## src/rtl/settle_sampler.sv

```systemverilog
// settle_sampler
//   Drives a registered operand pair into an external delayed-gate network,
//   waits SETTLE cycles for the network output to settle, then samples it
//   and offers the result through a valid/ready handshake.
//
//   Optional build macro SETTLE_CHECK_EN: after the wait, the sample is
//   taken into a shadow register and confirmed one cycle later. A mismatch
//   reloads the wait and retries. On the third consecutive mismatch the
//   latest network value is delivered with out_err set.
//
// Ports
//   clk, rst_n          sole clock (rising edge), async active-low reset
//   in_valid/in_ready   operand handshake (ready only in IDLE)
//   in_a, in_b          operands, WIDTH bits each
//   net_a, net_b        registered operands into the network
//   net_res             network result, WIDTH+1 bits, may glitch
//   out_valid/out_ready result handshake
//   out_res, out_err    sampled result and stability-failure flag
//   busy                high whenever the FSM is not in IDLE
//
// state | meaning
// IDLE  | ready for operands
// WAIT  | counting down settle time for the network
// CHECK | confirming the shadow sample (SETTLE_CHECK_EN only)
// DONE  | result held until consumer accepts
module settle_sampler #(
    parameter int WIDTH  = 8,
    parameter int SETTLE = 4
) (
    input  logic             clk,
    input  logic             rst_n,
    input  logic             in_valid,
    output logic             in_ready,
    input  logic [WIDTH-1:0] in_a,
    input  logic [WIDTH-1:0] in_b,
    output logic [WIDTH-1:0] net_a,
    output logic [WIDTH-1:0] net_b,
    input  logic [WIDTH:0]   net_res,
    output logic             out_valid,
    input  logic             out_ready,
    output logic [WIDTH:0]   out_res,
    output logic             out_err,
    output logic             busy
);

    localparam logic [3:0] LP_RELOAD = 4'(SETTLE - 1);

    typedef enum logic [1:0] {
        ST_IDLE  = 2'd0,
        ST_WAIT  = 2'd1,
        ST_CHECK = 2'd2,
        ST_DONE  = 2'd3
    } state_t;

    state_t           r_state;
    state_t           w_state_nxt;
    logic [3:0]       r_cnt;
    logic [WIDTH-1:0] r_net_a;
    logic [WIDTH-1:0] r_net_b;
    logic [WIDTH:0]   r_out_res;
    logic             r_out_valid;
    logic             r_out_err;

    logic w_accept;
    logic w_dec;
    logic w_sample;
    logic w_release;
`ifdef SETTLE_CHECK_EN
    logic [WIDTH:0] r_shadow;
    logic [1:0]     r_retry;
    logic           w_chk_ok;
    logic           w_retry;
    logic           w_give_up;
`endif

    always_comb begin
        w_state_nxt = r_state;
        w_accept    = 1'b0;
        w_dec       = 1'b0;
        w_sample    = 1'b0;
        w_release   = 1'b0;
`ifdef SETTLE_CHECK_EN
        w_chk_ok    = 1'b0;
        w_retry     = 1'b0;
        w_give_up   = 1'b0;
`endif
        case (r_state)
            ST_IDLE: begin
                if (in_valid) begin
                    w_accept    = 1'b1;
                    w_state_nxt = ST_WAIT;
                end
            end
            ST_WAIT: begin
                if (r_cnt == 4'd0) begin
                    w_sample = 1'b1;
`ifdef SETTLE_CHECK_EN
                    w_state_nxt = ST_CHECK;
`else
                    w_state_nxt = ST_DONE;
`endif
                end else begin
                    w_dec = 1'b1;
                end
            end
`ifdef SETTLE_CHECK_EN
            ST_CHECK: begin
                if (net_res == r_shadow) begin
                    w_chk_ok    = 1'b1;
                    w_state_nxt = ST_DONE;
                end else if (r_retry == 2'd2) begin
                    // third consecutive mismatch: give up and flag it
                    w_give_up   = 1'b1;
                    w_state_nxt = ST_DONE;
                end else begin
                    w_retry     = 1'b1;
                    w_state_nxt = ST_WAIT;
                end
            end
`endif
            ST_DONE: begin
                // out_valid is always high in DONE, so out_ready alone completes
                if (out_ready) begin
                    w_release   = 1'b1;
                    w_state_nxt = ST_IDLE;
                end
            end
            default: w_state_nxt = ST_IDLE;
        endcase
    end

    always_ff @(posedge clk or negedge rst_n) begin
        if (!rst_n) begin
            r_state     <= ST_IDLE;
            r_cnt       <= 4'd0;
            r_net_a     <= '0;
            r_net_b     <= '0;
            r_out_res   <= '0;
            r_out_valid <= 1'b0;
            r_out_err   <= 1'b0;
`ifdef SETTLE_CHECK_EN
            r_shadow    <= '0;
            r_retry     <= 2'd0;
`endif
        end else begin
            r_state <= w_state_nxt;
            if (w_accept) begin
                r_net_a   <= in_a;
                r_net_b   <= in_b;
                r_cnt     <= LP_RELOAD;
                r_out_err <= 1'b0;
`ifdef SETTLE_CHECK_EN
                r_retry   <= 2'd0;
`endif
            end
            if (w_dec) begin
                r_cnt <= r_cnt - 4'd1;
            end
`ifdef SETTLE_CHECK_EN
            if (w_sample) begin
                r_shadow <= net_res;
            end
            if (w_chk_ok) begin
                r_out_res   <= r_shadow;
                r_out_valid <= 1'b1;
            end
            if (w_retry) begin
                r_retry <= r_retry + 2'd1;
                r_cnt   <= LP_RELOAD;
            end
            if (w_give_up) begin
                r_out_res   <= net_res;
                r_out_valid <= 1'b1;
                r_out_err   <= 1'b1;
            end
`else
            if (w_sample) begin
                r_out_res   <= net_res;
                r_out_valid <= 1'b1;
            end
`endif
            if (w_release) begin
                r_out_valid <= 1'b0;
                r_out_err   <= 1'b0;
            end
        end
    end

    assign in_ready  = (r_state == ST_IDLE);
    assign busy      = (r_state != ST_IDLE);
    assign net_a     = r_net_a;
    assign net_b     = r_net_b;
    assign out_res   = r_out_res;
    assign out_valid = r_out_valid;
    assign out_err   = r_out_err;

endmodule

```

## config.mk

```make
export PLATFORM = sky130hd
export DESIGN_NAME = settle_sampler
export DESIGN_NICKNAME = d
export VERILOG_FILES = /design/src/rtl/settle_sampler.sv
export SDC_FILE = /design/constraint.sdc
export NUM_CORES = 1
export LEC_CHECK = 0
export BUFFER_PORTS_ARGS = -buffer_cell sky130_fd_sc_hd__buf_2
export CAP_MARGIN = 20
export CORE_MARGIN = 5
export CORE_UTILIZATION = 46
export DETAILED_ROUTE_END_ITERATION = 10
export PLACE_DENSITY = 0.79
export SLEW_MARGIN = 20
export SYNTH_ARGS = -nofsm -noshare
export SYNTH_HDL_FRONTEND = slang
export SYNTH_SLANG_ARGS = --single-unit
export TNS_END_PERCENT = 30
```

## constraint.sdc

```tcl
create_clock -name clk -period 1.9 [get_ports clk]
set_input_delay 0.095 -clock clk [delete_from_list [all_inputs] [get_ports clk]]
set_output_delay 0.095 -clock clk [all_outputs]
set_load 0.02 [all_outputs]
```

==> results of run 1 <==
layout by cell type, fill, tap and decap left out:
| master | count |
|---|---|
| and4bb_2 | 1 |
| clkinv_2 | 1 |
| buf_2 | 56 |
| dlygate4sd3_1 | 27 |
| o311a_1 | 1 |
| a21oi_1 | 3 |
| conb_1 | 1 |
| nor2_2 | 1 |
| clkbuf_1 | 1 |
| nand2_1 | 7 |
| mux2i_1 | 2 |
| nand3_1 | 1 |
| o2111ai_1 | 1 |
| nand4b_2 | 1 |
| buf_4 | 1 |
| nor3b_2 | 1 |
| mux2_2 | 9 |
| nor3_1 | 1 |
| mux2_4 | 16 |
| o21ai_0 | 2 |
| o211ai_1 | 1 |
| nor2_1 | 2 |
| ha_1 | 1 |
| clkbuf_4 | 5 |
| dfrtp_1 | 32 |
| o21bai_1 | 1 |
| inv_1 | 6 |
metrics by stage:
step | total power [mW] | area (um^2)
2_1_floorplan | 2.45 | 1410
3_3_place_gp | 2.82 | 1680
3_5_place_dp | 2.89 | 1680
4_1_cts | 3.30 | 1990
5_1_grt | 3.50 | 2000
6_report | 3.28 | 2000
worst min path at each step:
stage                            end  slack [ns]
after global placement    out_res[0]        0.16
after detailed placement  out_res[5]        0.17
final                     r_state[0]        0.12
after floorplan             net_a[0]       -0.20
after global routing      r_state[0]        0.10
after CTS                   net_a[1]       0.003
power breakdown:
group | total (mW) | internal, mW | switching (mW)
combinational | 1.65 | 0.808 | 0.841
clock | 0.346 | 0.136 | 0.210
sequential | 1.29 | 1.03 | 0.256
total | 3.28 | 1.97 | 1.31
worst register-to-register path: stages, from the launching register on:
cell and delay, ns:
dfrtp_1 0.41, inv_1 0.07, ha_1 0.20, nand4b_2 0.41
mux2_4 0.44
layer usage:
metal  part of all wire  track usage  up-vias
li1                   -            -      498
met2               0.51        0.303       49
met5                  0            0        -
met4              0.012       0.0622        0
met1               0.39        0.166      501
met3              0.092       0.0684        5
cell families (layout without fill, tap and decap cells):
| logic type | count (synthesis) | in the layout | synth area share |
|---|---|---|---|
| muxes | 27 | 27 | 0.256 |
| DFF | 32 | 32 | 0.567 |
| and+or+nand+nor | 15 | 15 | 0.0638 |
| adders and majority gates | 1 | 1 | 0.00886 |
| buffers and inverters | 11 | 97 | 0.0594 |
| AOI/OAI and AO/OA | 9 | 9 | 0.0417 |
| other | 1 | 1 | 0.00266 |
flip-flops by register name (all words and copies together), names as in the netlist:
signal     count
net_a          8
net_b          8
out_res        9
out_valid      1
r_cnt          4
r_state        2
repair_timing:
item,in CTS,in global routing
endpoints found under the hold margin,58,1
resized for setup,0,0
hold buffers,26,1
layout make-up:
class,count,area [um^2],share of cell area
sequential,32,801,0.401
timing repair buffer,84,558,0.280
multi-input combinational,53,527,0.264
clock buffer,6,41.3,0.0207
tap,33,41.3,0.0207
inverter,6,22.5,0.0113
clock inverter,1,5.00,0.00251
==> out/metrics.yaml, run 1 <==
ys_seq_area_frac: 0.567
pwr_density_cell_nw_per_um2: 1640
synth_warnings: 0
critical_path.max_stage_delay_ns: 0.44
fmaxAchievable_mhz: 609
gr-total-overflow: 0
worstPathMaxFanout: 11
routabilityCongestion: 0.683
drc: 0
hold_violations: 0
num-fill-cells: 203
via_per_inst: 4.90
fin_crit_sh: 0.864
yosysTopAreaCell: "dfrtp_1"
synth_area_um2: 1410
grt_setup_unrepaired: "no"
cts_root_buffer: "clkbuf_4"
start_util: 0.470
endpoint: "out_res[4]"
period_minus_slack_ns: 1.64
final_cells: 215
clock_sinks: 32
slowest_stage: "mux2_4"
required_ns: 2.11
path_buf_inv: 1
reg2reg_to: "out_res[4]"
dp_slack_ns: 0.254
r2r_slack_ns: 0.26
fin_nets: 212
htree_levels: 2
leakagePower_nw: 1.02
synth_edf_count: 0
syn_inst: 96
core_area_um2: 3000
worstMarginPinSlew_ns: 0.687
clock_skew_ns: 0.00330
drv_slew: 0
diodes: 0
ys_types: 24
ios: 58
die_h_um: 65.4
cts_setup_buffers: 0
synth_ff_type: "dfrtp_1"
timing.rr.start: "r_cnt[0]"
cts_tree: "built"
placed_cells: 181
path_cells: "inv_1 -> ha_1 -> nand4b_2 -> mux2_4"
min_from: "in_valid"
grt_pass1_wl_mm: 5.23
holdPathStages: 3
grtUsageTotal: 0.166
dp_hpwl_mm: 2.08
path_depth: 4
synthesis.nets: 126
outcome: "finished clean"
syn2layout_area_growth_pct: 41.4
antenna_found_initial: 0
synth.most_common_cell: "dfrtp_1"
fin_setup_tns_ns: 0
path_class: "flop to flop"
drt_iter0_markers: 26
wirelength_mm: 3.23
startpoint: "r_cnt[0]"
holdWs_ns: 0.115
dieArea_um2: 4280
die_width_um: 65.4
dr.pass1.iters: 3
async_flop_share: 1.00
cap_viol_max_count: 0
cts_inserted_buffers: 5
grt_pass1_vias: 1116
synth.top_cells.by_count: "dfrtp_1, mux2_4, mux2_2, nand2_1, inv_1"
insertion_delay_ns: 0.32
synth_seq_cells: 32
min_path_type: "primary input to flop"
avgRoutedWirePerCell_um: 15.0
drive_above_1_share: 0.505
avgSynthCellArea_um2: 14.7
vias: 1053
portBuffers: 56
critPathLaunchType: "flop"
cp.arrival_ns: 1.85
postRouteAntennaNets: 0
worstSetupEndpointType: "flop"
clk_pin_slew_ns: 0.09
finish.utilization: 0.665
max-slew-margin-rel: 0.542
synth_top_cell_area_share: 0.567
path_delay_family: "multiplexers"
netlist_top_cells_area: "dfrtp_1, mux2_4, mux2_2"
reg2regPathDepth: 4
finalSetupViolations: 0
worst_slack_ns: 0.258
clockBufferDepth: 2
peakVddDrop_mv: 0.858
grt_max_degree: 33
rows: 20
(Power assumes the default switching activity.)
==> inputs of run 2 (changes only) <==
CTS_CLUSTER_SIZE = 8   (was not set)
PLACE_DENSITY = not set   (was 0.79)
PLACE_DENSITY_LB_ADDON = 0.15   (was not set)
clock period = 1.98 ns   (was 1.9 ns; I/O delays follow)
==> run 2 against run 1 <==
Effect of this change: critical path depth decreased by 1; wire length is 8.3% lower; clock power rose by 36%; core utilization increased by 0.54 points; worst setup slack improved by 0.072 ns; cell count decreased by 0.47%; critical path type unchanged; critical endpoint is now out_res[1]; largest cell class unchanged; highest routed layer unchanged.
==> out/metrics.yaml, run 2 (synthesis results as in run 1) <==
fin_crit_sh: 0.833
fmaxAchievable_mhz: 606
hold_violations: 0
worstMarginPinSlew_ns: 0.685
grtUsageTotal: 0.155
path_class: "flop to flop"
period_minus_slack_ns: 1.65
fin_nets: 210
ios: 58
dp_hpwl_mm: 1.98
grt_pass1_wl_mm: 5.03
clockBufferDepth: 2
gr-total-overflow: 0
final_cells: 214
num-fill-cells: 229
finalSetupViolations: 0
worstSetupEndpointType: "flop"
die_h_um: 65.4
pwr_density_cell_nw_per_um2: 1620
cts_root_buffer: "clkbuf_4"
avgRoutedWirePerCell_um: 13.8
dieArea_um2: 4280
drt_iter0_markers: 14
rows: 20
outcome: "finished clean"
core_area_um2: 3000
path_delay_family: "simple AND/OR/NAND/NOR gates"
path_cells: "nor2_2 -> nand4b_2 -> mux2_4"
routabilityCongestion: 0.693
swShare: 0.379
grt_pass1_vias: 1138
multi_input_area_um2: 533
cap_viol_max_count: 0
max-slew-margin-rel: 0.543
path_buf_inv: 0
portBuffers: 56
peakVddDrop_mv: 0.855
antenna_found_initial: 0
drc: 0
final_area_um2: 2010
power.share.clock: 0.144
internal_power_mw: 2.03
cts_inserted_buffers: 5
htree_levels: 2
pwr-share-comb: 0.482
placed_cells: 181
cts_tree: "built"
min_path_type: "primary input to flop"
final_cell_mix: "buf_2, dfrtp_1, dlygate4sd3_1, mux2_4, mux2_2"
drv_slew: 0
power_switching_mw: 1.24
wirelength_mm: 2.96
holdWs_ns: 0.0103
clock_sinks: 32
clock_skew_ns: 0.00491
grt_setup_unrepaired: "no"
leakagePower_nw: 1.03
slowest_stage: "dfrtp_1"
fin_setup_tns_ns: 0
cts_setup_buffers: 0
dr.pass1.iters: 2
start_util: 0.470
pwr-share-seq: 0.373
required_ns: 2.19
place_area_um2: 1690
worstPathMaxFanout: 11
drive_above_1_share: 0.514
final_common_cell: "buf_2"
grt_max_degree: 33
diodes: 0
syn2layout_area_growth_pct: 42.6
cp.arrival_ns: 1.86
critical_path.max_stage_delay_ns: 0.50
via_per_inst: 4.89
postRouteAntennaNets: 0
die_width_um: 65.4
ff_latch_area_um2: 801
largest_reg_flops: 9
clk_pin_slew_ns: 0.09
vias: 1047
insertion_delay_ns: 0.32
critPathLaunchType: "flop"
==> run 2: per-layer routing <==
layer / share of wire / vias to the layer above / GRT usage
met5: 0 / - / 0
met4: 0.017 / 0 / 0.0699
met3: 0.068 / 8 / 0.0462
met2: 0.53 / 35 / 0.284
met1: 0.38 / 505 / 0.161
li1: - / 499 / -
==> run 2: per-stage QoR <==
stage | utilization | setup slack, ns | total power [mW]
6_report | 0.670 | 0.330 | 3.27
5_1_grt | 0.670 | 0.219 | 3.50
2_1_floorplan | - | 0.610 | 2.36
3_3_place_gp | 0.561 | 0.396 | 2.73
4_1_cts | 0.667 | 0.330 | 3.31
3_5_place_dp | 0.561 | 0.342 | 2.78
==> run 2: power by group through the flow <==
stage | Clock (mW) | Sequential [mW] | Combinational, mW
after CTS | 0.491 | 1.22 | 1.60
after floorplan | 0 | 1.53 | 0.829
after global routing | 0.522 | 1.28 | 1.70
after detailed placement | 0 | 1.22 | 1.55
final | 0.471 | 1.22 | 1.57
after global placement | 0 | 1.21 | 1.51
==> run 2: path summary, 6_finish.rpt <==
| kind | from | end | slack [ns] | depth (start not counted) |
|---|---|---|---|---|
| setup reg to reg | r_state[1] | out_res[1] | 0.33 | 3 |
| max in group asynchronous | rst_n | r_cnt[3] | 1.19 | 2 |
| min in group asynchronous | rst_n | out_res[6] | 0.35 | 2 |
| hold reg to reg | out_valid | out_valid | 0.48 | 2 |
| setup / recovery | r_state[1] | out_res[1] | 0.33 | 3 |
| hold / removal | in_a[1] | net_a[1] | 0.01 | 2 |
==> run 2: repair_timing <==
| item | in CTS | in global routing |
|---|---|---|
| endpoints found under the setup margin | 0 | 0 |
| hold buffers | 24 | 1 |
| endpoints found under the hold margin | 56 | 1 |
| gates resized for setup | 0 | 0 |
==> run 2: final cells by class <==
class                   count  share of cell area
well taps                  33              0.0205
flip-flops and latches     32               0.398
clock buffers               6              0.0205
inverters                   6              0.0112
clock inverters             2              0.0174
repair buffers             82               0.267
multi-input cells          53               0.265
